File: src/rtl/data_mem_arbiter_pkg.sv
// Shared defaults and requester naming for the data memory arbiter.
package data_mem_arbiter_pkg;

    localparam int unsigned DATA_W_DEFAULT    = 32;
    localparam int unsigned ADDR_W_DEFAULT    = 10;
    localparam int unsigned MAX_BURST_DEFAULT = 8;

    // Requester index: core MEM stage and program loader.
    typedef enum logic {
        REQ_CORE   = 1'b0,
        REQ_LOADER = 1'b1
    } req_idx_t;

endpackage

File: src/rtl/data_mem_arbiter_rr_grant2.sv
// Two-requester grant logic: round-robin when unlocked, holds the owner
// while a locked burst is running, forces a handoff once the burst limit
// is reached and the other side is waiting.
// Ports:
//   req        per-requester request
//   owner      last granted requester
//   locked     owner currently holds a burst lock
//   burst_cnt  consecutive locked grants to owner
//   gnt        one-hot grant (combinational)
module rr_grant2
    import data_mem_arbiter_pkg::*;
#(
    parameter int unsigned MAX_BURST = MAX_BURST_DEFAULT,
    parameter int unsigned CNT_W     = $clog2(MAX_BURST + 1)
) (
    input  logic [1:0]       req,
    input  logic             owner,
    input  logic             locked,
    input  logic [CNT_W-1:0] burst_cnt,
    output logic [1:0]       gnt
);

    logic other;
    logic burst_full;

    assign other      = ~owner;
    assign burst_full = (burst_cnt == CNT_W'(MAX_BURST));

    // Grant selection
    always_comb begin
        gnt = 2'b00;
        if (locked && req[owner]) begin
            if (burst_full && req[other]) begin
                gnt[other] = 1'b1;
            end else begin
                gnt[owner] = 1'b1;
            end
        end else if (req == 2'b11) begin
            gnt[other] = 1'b1;
        end else begin
            gnt = req;
        end
    end

endmodule

File: src/rtl/data_mem_arbiter.sv
// Arbitrates one single-port synchronous-read data memory between the core
// MEM stage (requester 0) and the loader (requester 1). One access per cycle,
// combinational grant and memory mux, read data returned one cycle later.
// Ports:
//   clk, rst                    clock, synchronous active-high reset
//   req_i, lock_i, we_i         per-requester request, burst lock, write enable
//   addr_i, wdata_i             per-requester word address and write data
//   gnt_o                       one-hot grant (combinational)
//   rvalid_o, rdata_o           read return, rdata_o is mem_rdata_i directly
//   mem_en_o, mem_we_o          memory strobe and write enable
//   mem_addr_o, mem_wdata_o     memory address and write data
//   mem_rdata_i                 memory read data (one cycle after strobe)
module data_mem_arbiter
    import data_mem_arbiter_pkg::*;
#(
    parameter int unsigned DATA_W    = DATA_W_DEFAULT,
    parameter int unsigned ADDR_W    = ADDR_W_DEFAULT,
    parameter int unsigned MAX_BURST = MAX_BURST_DEFAULT
) (
    input  logic                   clk,
    input  logic                   rst,
    input  logic [1:0]             req_i,
    input  logic [1:0]             lock_i,
    input  logic [1:0]             we_i,
    input  logic [1:0][ADDR_W-1:0] addr_i,
    input  logic [1:0][DATA_W-1:0] wdata_i,
    output logic [1:0]             gnt_o,
    output logic [1:0]             rvalid_o,
    output logic [DATA_W-1:0]      rdata_o,
    output logic                   mem_en_o,
    output logic                   mem_we_o,
    output logic [ADDR_W-1:0]      mem_addr_o,
    output logic [DATA_W-1:0]      mem_wdata_o,
    input  logic [DATA_W-1:0]      mem_rdata_i
);

    localparam int unsigned CNT_W = $clog2(MAX_BURST + 1);

    req_idx_t         owner_q, owner_d;
    logic             locked_q, locked_d;
    logic [CNT_W-1:0] burst_cnt_q, burst_cnt_d;
    logic [1:0]       rvalid_q;

    logic [1:0]       gnt_raw;
    req_idx_t         gnt_idx;
    logic             forced_handoff;
    logic [CNT_W-1:0] cnt_base;

    rr_grant2 #(
        .MAX_BURST (MAX_BURST),
        .CNT_W     (CNT_W)
    ) u_rr_grant2 (
        .req       (req_i),
        .owner     (owner_q),
        .locked    (locked_q),
        .burst_cnt (burst_cnt_q),
        .gnt       (gnt_raw)
    );

    // Grant is suppressed during reset regardless of requests
    assign gnt_o   = rst ? 2'b00 : gnt_raw;
    assign gnt_idx = gnt_o[1] ? REQ_LOADER : REQ_CORE;

    // Memory port mux, all zero when nobody is granted
    always_comb begin
        mem_en_o    = |gnt_o;
        mem_we_o    = 1'b0;
        mem_addr_o  = '0;
        mem_wdata_o = '0;
        if (mem_en_o) begin
            mem_we_o    = we_i[gnt_idx];
            mem_addr_o  = addr_i[gnt_idx];
            mem_wdata_o = wdata_i[gnt_idx];
        end
    end

    // A handoff forced by burst exhaustion starts the new owner unlocked
    assign forced_handoff = locked_q && req_i[owner_q] && (gnt_idx != owner_q);
    // Count only continues for the same owner; a new owner restarts at zero
    assign cnt_base       = (gnt_idx == owner_q) ? burst_cnt_q : '0;

    // Arbiter next state
    always_comb begin
        owner_d     = owner_q;
        locked_d    = 1'b0;
        burst_cnt_d = '0;
        if (mem_en_o) begin
            owner_d = gnt_idx;
            if (lock_i[gnt_idx] && !forced_handoff) begin
                locked_d    = 1'b1;
                burst_cnt_d = (cnt_base == CNT_W'(MAX_BURST)) ? cnt_base
                                                             : cnt_base + CNT_W'(1);
            end
        end
    end

    // State registers
    always_ff @(posedge clk) begin
        if (rst) begin
            owner_q     <= REQ_LOADER;
            locked_q    <= 1'b0;
            burst_cnt_q <= '0;
            rvalid_q    <= 2'b00;
        end else begin
            owner_q     <= owner_d;
            locked_q    <= locked_d;
            burst_cnt_q <= burst_cnt_d;
            rvalid_q    <= gnt_o & ~we_i;
        end
    end

    // A read granted just before reset must not surface while rst is high
    assign rvalid_o = rst ? 2'b00 : rvalid_q;
    assign rdata_o  = mem_rdata_i;

endmodule

File: config.mk
export PLATFORM = sky130hd
export DESIGN_NAME = data_mem_arbiter
export DESIGN_NICKNAME = d
export VERILOG_FILES = /design/src/rtl/data_mem_arbiter_pkg.sv /design/src/rtl/data_mem_arbiter_rr_grant2.sv /design/src/rtl/data_mem_arbiter.sv
export SDC_FILE = /design/constraint.sdc
export NUM_CORES = 1
export LEC_CHECK = 0
export ABC_AREA = 1
export CORE_AREA = 2 2 78 80
export CTS_BUF_LIST = sky130_fd_sc_hd__clkbuf_2
export DETAILED_ROUTE_END_ITERATION = 6
export DIE_AREA = 0 0 80 82
export PLACE_DENSITY_LB_ADDON = 0.1
export SYNTH_ARGS = -nofsm -noshare
export SYNTH_HDL_FRONTEND = slang
export SYNTH_SLANG_ARGS = --single-unit
File: constraint.sdc
create_clock -name clk -period 3.25 [get_ports clk]
set_input_delay 0.4875 -clock clk [delete_from_list [all_inputs] [get_ports clk]]
set_output_delay 0.4875 -clock clk [all_outputs]
set_load 0.01 [all_outputs]
Word level (Yosys, flattened, before mapping)

Cells that the tools add are included.

Register bits after elaboration: 8
Output and inout port bits: 80
Word-level logic and storage cells: 58

Add/sub/neg operators: 1
Reduce and logical (&&, ||, !) cells: 10
Bitwise logic cells: 5
$lt $le $gt $ge: 5
Mux-type cells: 28
Equality and inequality tests: 5

Operators by type and width:

| operator                                                                     | number |
|---|---|
| 32-bit two-way mux                                                           | 3 |
| 10-bit two-way mux                                                           | 3 |
| 1-bit two-way mux                                                            | 13 |
| 2-bit two-way mux                                                            | 5 |
| 4-bit equality test, second input constant                                   | 2 |
| 4-bit two-way mux                                                            | 2 |
| 1-bit logical AND                                                            | 6 |
| 1-bit by 2-bit less-than comparator with 1-bit output, second input constant | 3 |
| 4-bit by 1-bit adder with 4-bit output, second input constant                | 1 |
| 2-bit OR reduction                                                           | 2 |
| 1-bit NOT                                                                    | 3 |
| 3-bit OR reduction                                                           | 1 |
| 2-bit AND                                                                    | 1 |
| 1-bit demux with 1-bit select                                                | 2 |
| 2-bit equality test, second input constant                                   | 1 |
| 1-bit >= comparator, second input constant                                   | 2 |
| 2-bit NOT                                                                    | 1 |
| 1-bit equality test                                                          | 1 |
| 1-bit logical NOT                                                            | 1 |
| 1-bit inequality test                                                        | 1 |

Logic depth before layout (Yosys ltp)

Gate-level depths: netlist of run 1.

Depth in word-level cells: 15
Depth in mapped cells: 13
Gate-level depth less buffers: 13

Modules after synthesis

A second synthesis of run 1 with hierarchy kept.

Cell total of the unflattened synthesis: 257
Area total of the unflattened synthesis: 1,371.3 µm²

Modules (own cells, without submodules):

| module           | cells an instance | instances | area an instance (µm²) |
|---|---|---|---|
| data_mem_arbiter | 237               | 1         | 1,278.7 |
| rr_grant2        | 20                | 1         | 92.6 |

Least setup slack after synthesis of run 1

OpenSTA, ideal clock, no wires.

Path kind: in2out
Start: in req_i[1]
End: out mem_addr_o[3]
Slack: 1.235 ns
Data required time: 2.762 ns
Arrival time: 1.528 ns
Stages on the path: 10
Buffers on the path: 2
Path through: inv_1 -> nand2_1 -> nand2_1 -> o21ai_0 -> nand2_2 -> nand2_2 -> buf_6 -> buf_2 -> nor2_1 -> nor2_1

Longest elaborated chain between the ends: 10

Ends and longest elaborated chain:

| what                                                  | RTL line                         | source |
|---|---|---|
| from (decl)                                           | data_mem_arbiter.sv:22           | `input logic [1:0] req_i,` |
| 1-bit two-way mux (not written as such) (2 in a row)  | data_mem_arbiter_rr_grant2.sv:33 | `if (burst_full && req[other]) begin` |
| 1-bit logical AND                                     | data_mem_arbiter_rr_grant2.sv:33 |  |
| 2-bit two-way mux                                     | data_mem_arbiter_rr_grant2.sv:33 |  |
| 2-bit two-way mux (*)                                 | data_mem_arbiter_rr_grant2.sv:32 | `if (locked && req[owner]) begin` |
| 2-bit two-way mux (*)                                 | data_mem_arbiter.sv:61           | `assign gnt_o = rst ? 2'b00 : gnt_raw;` |
| 1-bit two-way mux                                     | data_mem_arbiter.sv:62           | `assign gnt_idx = gnt_o[1] ? REQ_LOADER : REQ_CORE;` |
| 10-bit two-way mux (not written as such) (2 in a row) | data_mem_arbiter.sv:72           | `mem_addr_o = addr_i[gnt_idx];` |
| 10-bit two-way mux (*)                                | data_mem_arbiter.sv:70           | `if (mem_en_o) begin` |
| to (decl)                                             | data_mem_arbiter.sv:32           | `output logic [ADDR_W-1:0] mem_addr_o,` |

Mark *: on every way between the ends. The rest lies on a longest branch, timed or not. The select of a mux whose other input is x is not followed.

Final worst setup path of run 1

Start: in req_i[1]
End: out mem_wdata_o[31]

Longest elaborated chain between the ends: 10

Ends and longest elaborated chain:

| what                                                  | RTL line                         | source |
|---|---|---|
| 1-bit two-way mux (not written as such) (2 in a row)  | data_mem_arbiter_rr_grant2.sv:33 |  |
| 1-bit logical AND                                     | data_mem_arbiter_rr_grant2.sv:33 |  |
| 2-bit two-way mux                                     | data_mem_arbiter_rr_grant2.sv:33 |  |
| 2-bit two-way mux (*)                                 | data_mem_arbiter_rr_grant2.sv:32 |  |
| 2-bit two-way mux (*)                                 | data_mem_arbiter.sv:61           |  |
| 1-bit two-way mux                                     | data_mem_arbiter.sv:62           |  |
| 32-bit two-way mux (not written as such) (2 in a row) | data_mem_arbiter.sv:73           | `mem_wdata_o = wdata_i[gnt_idx];` |
| 32-bit two-way mux (*)                                | data_mem_arbiter.sv:70           |  |
| to (decl)                                             | data_mem_arbiter.sv:33           | `output logic [DATA_W-1:0] mem_wdata_o,` |

Marks and branches as above.

==> impl_metrics.env, run 1 <==
export IMPL_design_area_um2=2655
export IMPL_setup_tns_ns=0
export IMPL_skew_ns=0.005918
export IMPL_cts_sink_count=8
export IMPL_whs_path_depth=2
export IMPL_fin_crit_ns=3.106
export IMPL_via_per_inst=4.401
export IMPL_drc_errors=0
export IMPL_synth_seq_cells=8
export IMPL_clkTransAtPathRegs_ns=0.08
export IMPL_die_h_um=82
export IMPL_placeableCoreArea_um2=5746
export IMPL_insertion_delay_ns=0.24
export IMPL_h_tree_depth=1
export IMPL_grt_pass1_wl_um=8121
export IMPL_irDropWorstVdd_mv=0.1955
export IMPL_cp_top_family="buffers and inverters"
export IMPL_cts_tree="done"
export IMPL_cp_start_kind="input pin"
export IMPL_final_hold_violation_count=0
export IMPL_cp_arrival_ns=2.62
export IMPL_fillers=617
export IMPL_final_layout_size_suffix_gt1_share_pct=6.017
export IMPL_synthToLayoutAreaGrowth_pct=100.8
export IMPL_hold_class="register to register"
export IMPL_fin_cells=424
export IMPL_r2r_start="burst_cnt_q[3]$_SDFF_PP0_"
export IMPL_io_pins=204
export IMPL_crit_chain="clkdlybuf4s50_1, inv_1, nand2_1, nand2_1, nor2_4, nand3_2, nand2_2, nand2_2, inv_4, clkbuf_16, a21oi_1, nor2_1, clkdlybuf4s50_1"
export IMPL_setup_violations=0
export IMPL_tightest_slew_ns=0.3270
export IMPL_diodes=0
export IMPL_ys_warn_count=0
export IMPL_max_freq_mhz=322.0
export IMPL_syn_avg_cell_area_um2=5.420
export IMPL_grt_pass1_vias=1633
export IMPL_dieArea_um2=6560
export IMPL_syn_area_um2=1323
export IMPL_slew_headroom_pct=77.92
export IMPL_path_buf_inv=5
export IMPL_post_cts_setup_buffers=0
export IMPL_synth_top_cell_area_share_pct=26.40
export IMPL_synth_distinct_cells=20
export IMPL_hold_start="burst_cnt_q[2]$_SDFF_PP0_"
export IMPL_gp_congestion=0.8257
export IMPL_worstPathRequired_ns=2.76
export IMPL_reg2reg_setup_slack_ns=1.30
export IMPL_min_period_over_period_pct=95.57
export IMPL_rsz0062_at_grt="true"
export IMPL_syn_nets=368
export IMPL_start_util_pct=23.02
export IMPL_synthTopCellsByArea="nor2_1, buf_4, a21oi_1"
export IMPL_yosysSeqAreaShare_pct=12.11
export IMPL_die_w_um=80
export IMPL_grt_max_degree=28
export IMPL_critPathKind="input pin to primary output"
export IMPL_rows=28
export IMPL_wl_per_cell_um=13.83
export IMPL_cp_slowest_cell="clkdlybuf4s50_1"
export IMPL_p_leak_nw=1.208
export IMPL_fin_nets=475
export IMPL_drv_cap=0
export IMPL_ctsLongestPathBuffers=2
export IMPL_vias=1866
export IMPL_path_max_fanout=13
export IMPL_post_synth_top_area_cell="nor2_1"
export IMPL_maxSlewViolCount=0
export IMPL_critPathCaptureType="primary output"
export IMPL_hold_ws_ns=0.5313
export IMPL_antenna_left=0
export IMPL_drtPass1Iterations=4
export IMPL_root_buffer="clkbuf_2"
export IMPL_numCtsBuffers=3
export IMPL_overflow=0
export IMPL_drt_iter0_drc=25
export IMPL_routed_wl_um=5864
export IMPL_portBuffers=139
export IMPL_hold_end="burst_cnt_q[3]$_SDFF_PP0_"
export IMPL_hpwl_um=4607
export IMPL_power_density_nw_per_um2=243.0
export IMPL_reg2reg_to="burst_cnt_q[1]$_SDFF_PP0_"
export IMPL_r2r_cells=13
export IMPL_grtUsageTotal_pct=15.31
export IMPL_status="completed"
export IMPL_placed_area_um2=2586
export IMPL_dp_cells=420
export IMPL_antenna_found_initial=0
export IMPL_power_mw=0.6452
export IMPL_syn_inst=244
export IMPL_max_stage_delay_ns=0.56
-- cell usage in the layout (no fill, tap or decap), types with 4 or more instances in the layout --
master	n
clkdlybuf4s50_1	130
inv_1	12
a21oi_1	46
nor2_1	93
dlymetal6s2s_1	9
nand3_1	6
dfxtp_1	8
nand2_1	14
buf_4	4
-- stage by stage --
stage	util, %	worst slack [ns]
3_5_place_dp	45.01	0.04727
4_1_cts	45.27	0.04808
5_1_grt	46.21	-0.05526
6_report	46.21	0.1441
2_1_floorplan	-	1.235
3_3_place_gp	45.01	0.07940
-- report_power, final --
group          internal (mW)  switching (mW)  total [mW]  leakage (nW)
Combinational          0.278           0.199       0.478          1.13
Clock                 0.0252          0.0345      0.0596        0.0125
Sequential             0.104         0.00427       0.108        0.0653
Total                  0.407           0.238       0.645          1.21
-- timing repair --
item / CTS / global route
setup endpoints to repair: 0 / 41
hold buffers: 0 / 0
gates resized for setup: 0 / 12
-- cells by family after synthesis --
group / count (synthesis) / synth area share (%)
compound gates: 52 / 20.34
flops: 8 / 12.11
simple gates: 125 / 39.73
buf+inv: 59 / 27.81
-- synthesized netlist by cell type --
master,instances
a21oi_1,46
nor2_2,1
nand3_2,3
buf_2,12
nor2_4,2
nor2_1,93
o21ai_1,1
inv_2,1
nand3b_1,1
inv_1,12
buf_6,1
nand2_1,14
dfxtp_1,8
nor3_1,3
buf_4,33
nand3_1,6
o21ai_0,2
o311ai_0,1
nand2_2,2
o211ai_1,2
-- registers in the layout, summed over array words and instances (netlist names) --
signal	flops
owner_q	1
burst_cnt_q	4
rvalid_q	2
locked_q	1
-- routing by layer --
layer	vias to the layer above	GRT usage, %	part of all wire, %
met1	823	18.89	38
met3	8	2.857	7.4
met5	-	0	0
met4	0	1.525	0.55
met2	78	28.50	54
li1	957	-	-
-- worst max-delay path by stage --
stage,endpoint,startpoint,cells after the start
CTS,mem_we_o,req_i[1],11
detailed placement,mem_we_o,req_i[1],11
global route,mem_addr_o[1],req_i[1],13
global placement,mem_we_o,req_i[1],11
finish,mem_wdata_o[31],req_i[1],13
floorplan,mem_addr_o[3],req_i[1],10
-- layout make-up --
type | instances | area [um2] | share of cell area [%]
multi-input combinational | 177 | 794.5 | 29.92
sequential | 8 | 160.2 | 6.032
timing repair buffer | 148 | 1540 | 58.01
clock buffer | 3 | 15.01 | 0.5655
inverter | 13 | 51.30 | 1.932
tap | 75 | 93.84 | 3.534
-- worst reg2reg max path, stage by stage, from the launching register on --
cell and delay [ns]:
dfxtp_1 0.36, inv_1 0.05, nor2_1 0.19, nand3b_1 0.13, nand3_2 0.10, nand2_2 0.07, nand2_2 0.12, buf_6 0.20
nand2_1 0.07, nand2_1 0.17, inv_1 0.08, nand2_1 0.08, nand3_2 0.11, nor3_1 0.14
(Power assumes the default switching activity.)
==> run 2: changes to the inputs <==
--- a/config.mk
+++ b/config.mk
@@ -6,11 +6,12 @@
 export NUM_CORES = 1
 export LEC_CHECK = 0
 export ABC_AREA = 1
-export CORE_AREA = 2 2 78 80
+export CORE_AREA = 2 2 80 82
 export CTS_BUF_LIST = sky130_fd_sc_hd__clkbuf_2
 export DETAILED_ROUTE_END_ITERATION = 6
-export DIE_AREA = 0 0 80 82
+export DIE_AREA = 0 0 82 84
 export PLACE_DENSITY_LB_ADDON = 0.1
 export SYNTH_ARGS = -nofsm -noshare
 export SYNTH_HDL_FRONTEND = slang
+export SYNTH_HIERARCHICAL = 1
 export SYNTH_SLANG_ARGS = --single-unit
==> run 2 against run 1 <==
Effect of this change: hold slack better by 0.031 ns; first-iteration DRC count is 28% higher; clock skew shrank 0.0016 ns.
==> impl_metrics.env, run 2 <==
export IMPL_rsz0062_at_grt="false"
export IMPL_design_area_um2=2778
export IMPL_critPathKind="input pin to primary output"
export IMPL_portBuffers=139
export IMPL_numCtsBuffers=3
export IMPL_power_density_nw_per_um2=233.5
export IMPL_root_buffer="clkbuf_2"
export IMPL_synth_edf_count=0
export IMPL_post_synth_top_area_cell="nor2_1"
export IMPL_die_h_um=84
export IMPL_async_flop_share_pct=0
export IMPL_skew_ns=0.004271
export IMPL_worstPathRequired_ns=2.76
export IMPL_p_comb_share_pct=74.1
export IMPL_setup_slack_ns=0.3301
export IMPL_clkPwrFrac_pct=8.8
export IMPL_dieArea_um2=6888
export IMPL_die_w_um=82
export IMPL_hpwl_um=4552
export IMPL_placed_area_um2=2653
export IMPL_start_util_pct=22.50
export IMPL_antenna_left=0
export IMPL_rows=29
export IMPL_ctsLongestPathBuffers=2
export IMPL_drv_cap=0
export IMPL_hold_ws_ns=0.5622
export IMPL_slew_headroom_pct=78.08
export IMPL_ys_warn_count=6
export IMPL_antenna_found_initial=0
export IMPL_cp_slowest_cell="clkdlybuf4s50_1"
export IMPL_fin_crit_ns=2.920
export IMPL_drc_errors=0
export IMPL_final_hold_violation_count=0
export IMPL_largestRegisters="burst_cnt_q x4, rvalid_q x2"
export IMPL_p_leak_nw=1.730
export IMPL_grtUsageTotal_pct=14.62
export IMPL_drtPass1Iterations=4
export IMPL_setup_violations=0
export IMPL_synth_top_cell_area_share_pct=26.82
export IMPL_synth_seq_cells=8
export IMPL_final_layout_size_suffix_gt1_share_pct=6.407
export IMPL_synth_distinct_cells=24
export IMPL_min_period_over_period_pct=89.84
export IMPL_final_common_cell="nor2_1"
export IMPL_synthMostInstantiatedCell="nor2_1"
export IMPL_placeableCoreArea_um2=6096
export IMPL_largest_reg_flops=4
export IMPL_vias=1883
export IMPL_cts_hold_buffers_added=0
export IMPL_cp_arrival_ns=2.43
export IMPL_status="completed"
export IMPL_synthTopCellsByArea="nor2_1, buf_4, a21oi_1"
export IMPL_syn_avg_cell_area_um2=5.336
export IMPL_yosysSeqAreaShare_pct=11.68
export IMPL_wl_per_cell_um=12.75
export IMPL_syn_inst=257
export IMPL_power_frac_seq_pct=17.1
export IMPL_pre_cts_ws_ns=0.05526
export IMPL_syn_area_um2=1371
export IMPL_syn_nets=381
export IMPL_cp_common_cell="nand2_1"
export IMPL_routed_wl_um=5560
export IMPL_tightest_slew_ns=0.3278
export IMPL_clkTransAtPathRegs_ns=0.07
export IMPL_hold_class="register to register"
export IMPL_ys_flop_type="dfxtp_1"
export IMPL_synthTopCellsByCount="nor2_1, a21oi_1, buf_4"
export IMPL_synthToLayoutAreaGrowth_pct=102.6
export IMPL_p_sw_share_pct=37.85
export IMPL_via_per_inst=4.319
export IMPL_switching_power_mw=0.2455
export IMPL_final_cell_mix="nor2_1, clkdlybuf4s50_1, a21oi_1"
export IMPL_setup_tns_ns=0
export IMPL_crit_chain="clkdlybuf4s50_1, inv_1, nor2_1, nand3_1, nand2_1, nand2_1, nand2_1, inv_1, nor2_4, buf_12, clkdlybuf4s50_1"
export IMPL_grt_pass1_wl_um=7941
export IMPL_grt_pass1_vias=1714
export IMPL_overflow=0
export IMPL_gp_congestion=0.8117
export IMPL_fin_nets=485
export IMPL_path_max_fanout=20
export IMPL_io_pins=204
export IMPL_insertion_delay_ns=0.23
export IMPL_grt_max_degree=28
export IMPL_irDropWorstVdd_mv=0.09646
export IMPL_diodes=0
export IMPL_regMostFlops="burst_cnt_q"
export IMPL_p_int_mw=0.4031
export IMPL_max_stage_delay_ns=0.54
export IMPL_max_freq_mhz=342.5
export IMPL_cts_tree="done"
export IMPL_cts_sink_count=8
export IMPL_power_mw=0.6487
export IMPL_critPathCaptureType="primary output"
export IMPL_h_tree_depth=1
export IMPL_maxSlewViolCount=0
export IMPL_cp_start_kind="input pin"
export IMPL_drt_iter0_drc=32
==> run 2: changes by cell type in the layout (fill, tap and decap cells not counted), moves of 3 or more <==
cell             change
nor2_2               +3
dlymetal6s2s_1      +34
clkdlybuf4s50_1     -34
nor2_1               +4
nand2_1             +12
==> run 2: kinds of logic after synthesis <==
group / Yosys count / synth area share, %
AO/OA/AOI/OAI: 48 / 18.52
AND/OR/NAND/NOR: 141 / 42.34
flip-flops: 8 / 11.68
buffers and inverters: 60 / 27.46
==> run 2: what timing repair did <==
item,CTS,global route
endpoints found under the hold margin,0,0
gates resized for setup,0,44
buffers inserted,0,0
setup endpoints to repair,0,43
==> run 2: final timing paths <==
| path | to | start | slack (ns) | cells after the start |
|---|---|---|---|---|
| max | gnt_o[1] | req_i[1] | 0.33 | 11 |
| min reg2reg | burst_cnt_q[0]$_SDFF_PP0_ | burst_cnt_q[0]$_SDFF_PP0_ | 0.56 | 3 |
| min | burst_cnt_q[0]$_SDFF_PP0_ | burst_cnt_q[0]$_SDFF_PP0_ | 0.56 | 3 |
| max reg2reg | burst_cnt_q[0]$_SDFF_PP0_ | owner_q$_SDFFE_PP1N_ | 1.34 | 11 |
==> run 2: layout make-up <==
type,instances,area [um2]
Clock buffer,3,15.01
Inverter,13,50.05
Fill cell,647,3318
Timing Repair Buffer,146,1614
Tap cell,77,96.34
Sequential cell,8,160.2
Multi-Input combinational cell,189,842.1
==> run 2: critical path: cells and delay by family <==
kind | cells | cell delay, ns
simple gates | 6 | 0.59
buf+inv | 5 | 1.33
==> run 2: through the flow <==
step                std cells  utilization [%]
finish                    436            45.57
detailed placement        433            43.51
floorplan                 257                -
global route              436            45.57
CTS                       436            43.76
global placement          433            43.51
==> run 2: power groups by stage <==
stage,combinational (mW),sequential (mW),clock [mW]
2_1_floorplan,0.242,0.111,0
3_3_place_gp,0.505,0.113,0
3_5_place_dp,0.505,0.113,0
4_1_cts,0.507,0.111,0.0603
5_1_grt,0.523,0.112,0.0680
6_report,0.481,0.111,0.0572
==> run 2: layer usage <==
metal  up-vias  part of all wire (%)  global-route usage (%)
met1       814                    37                   15.08
met5         -                     0                       0
met4         0                   1.2                   3.030
met3        12                   8.9                   4.545
met2        78                    53                   27.94
li1        979                     -                       -
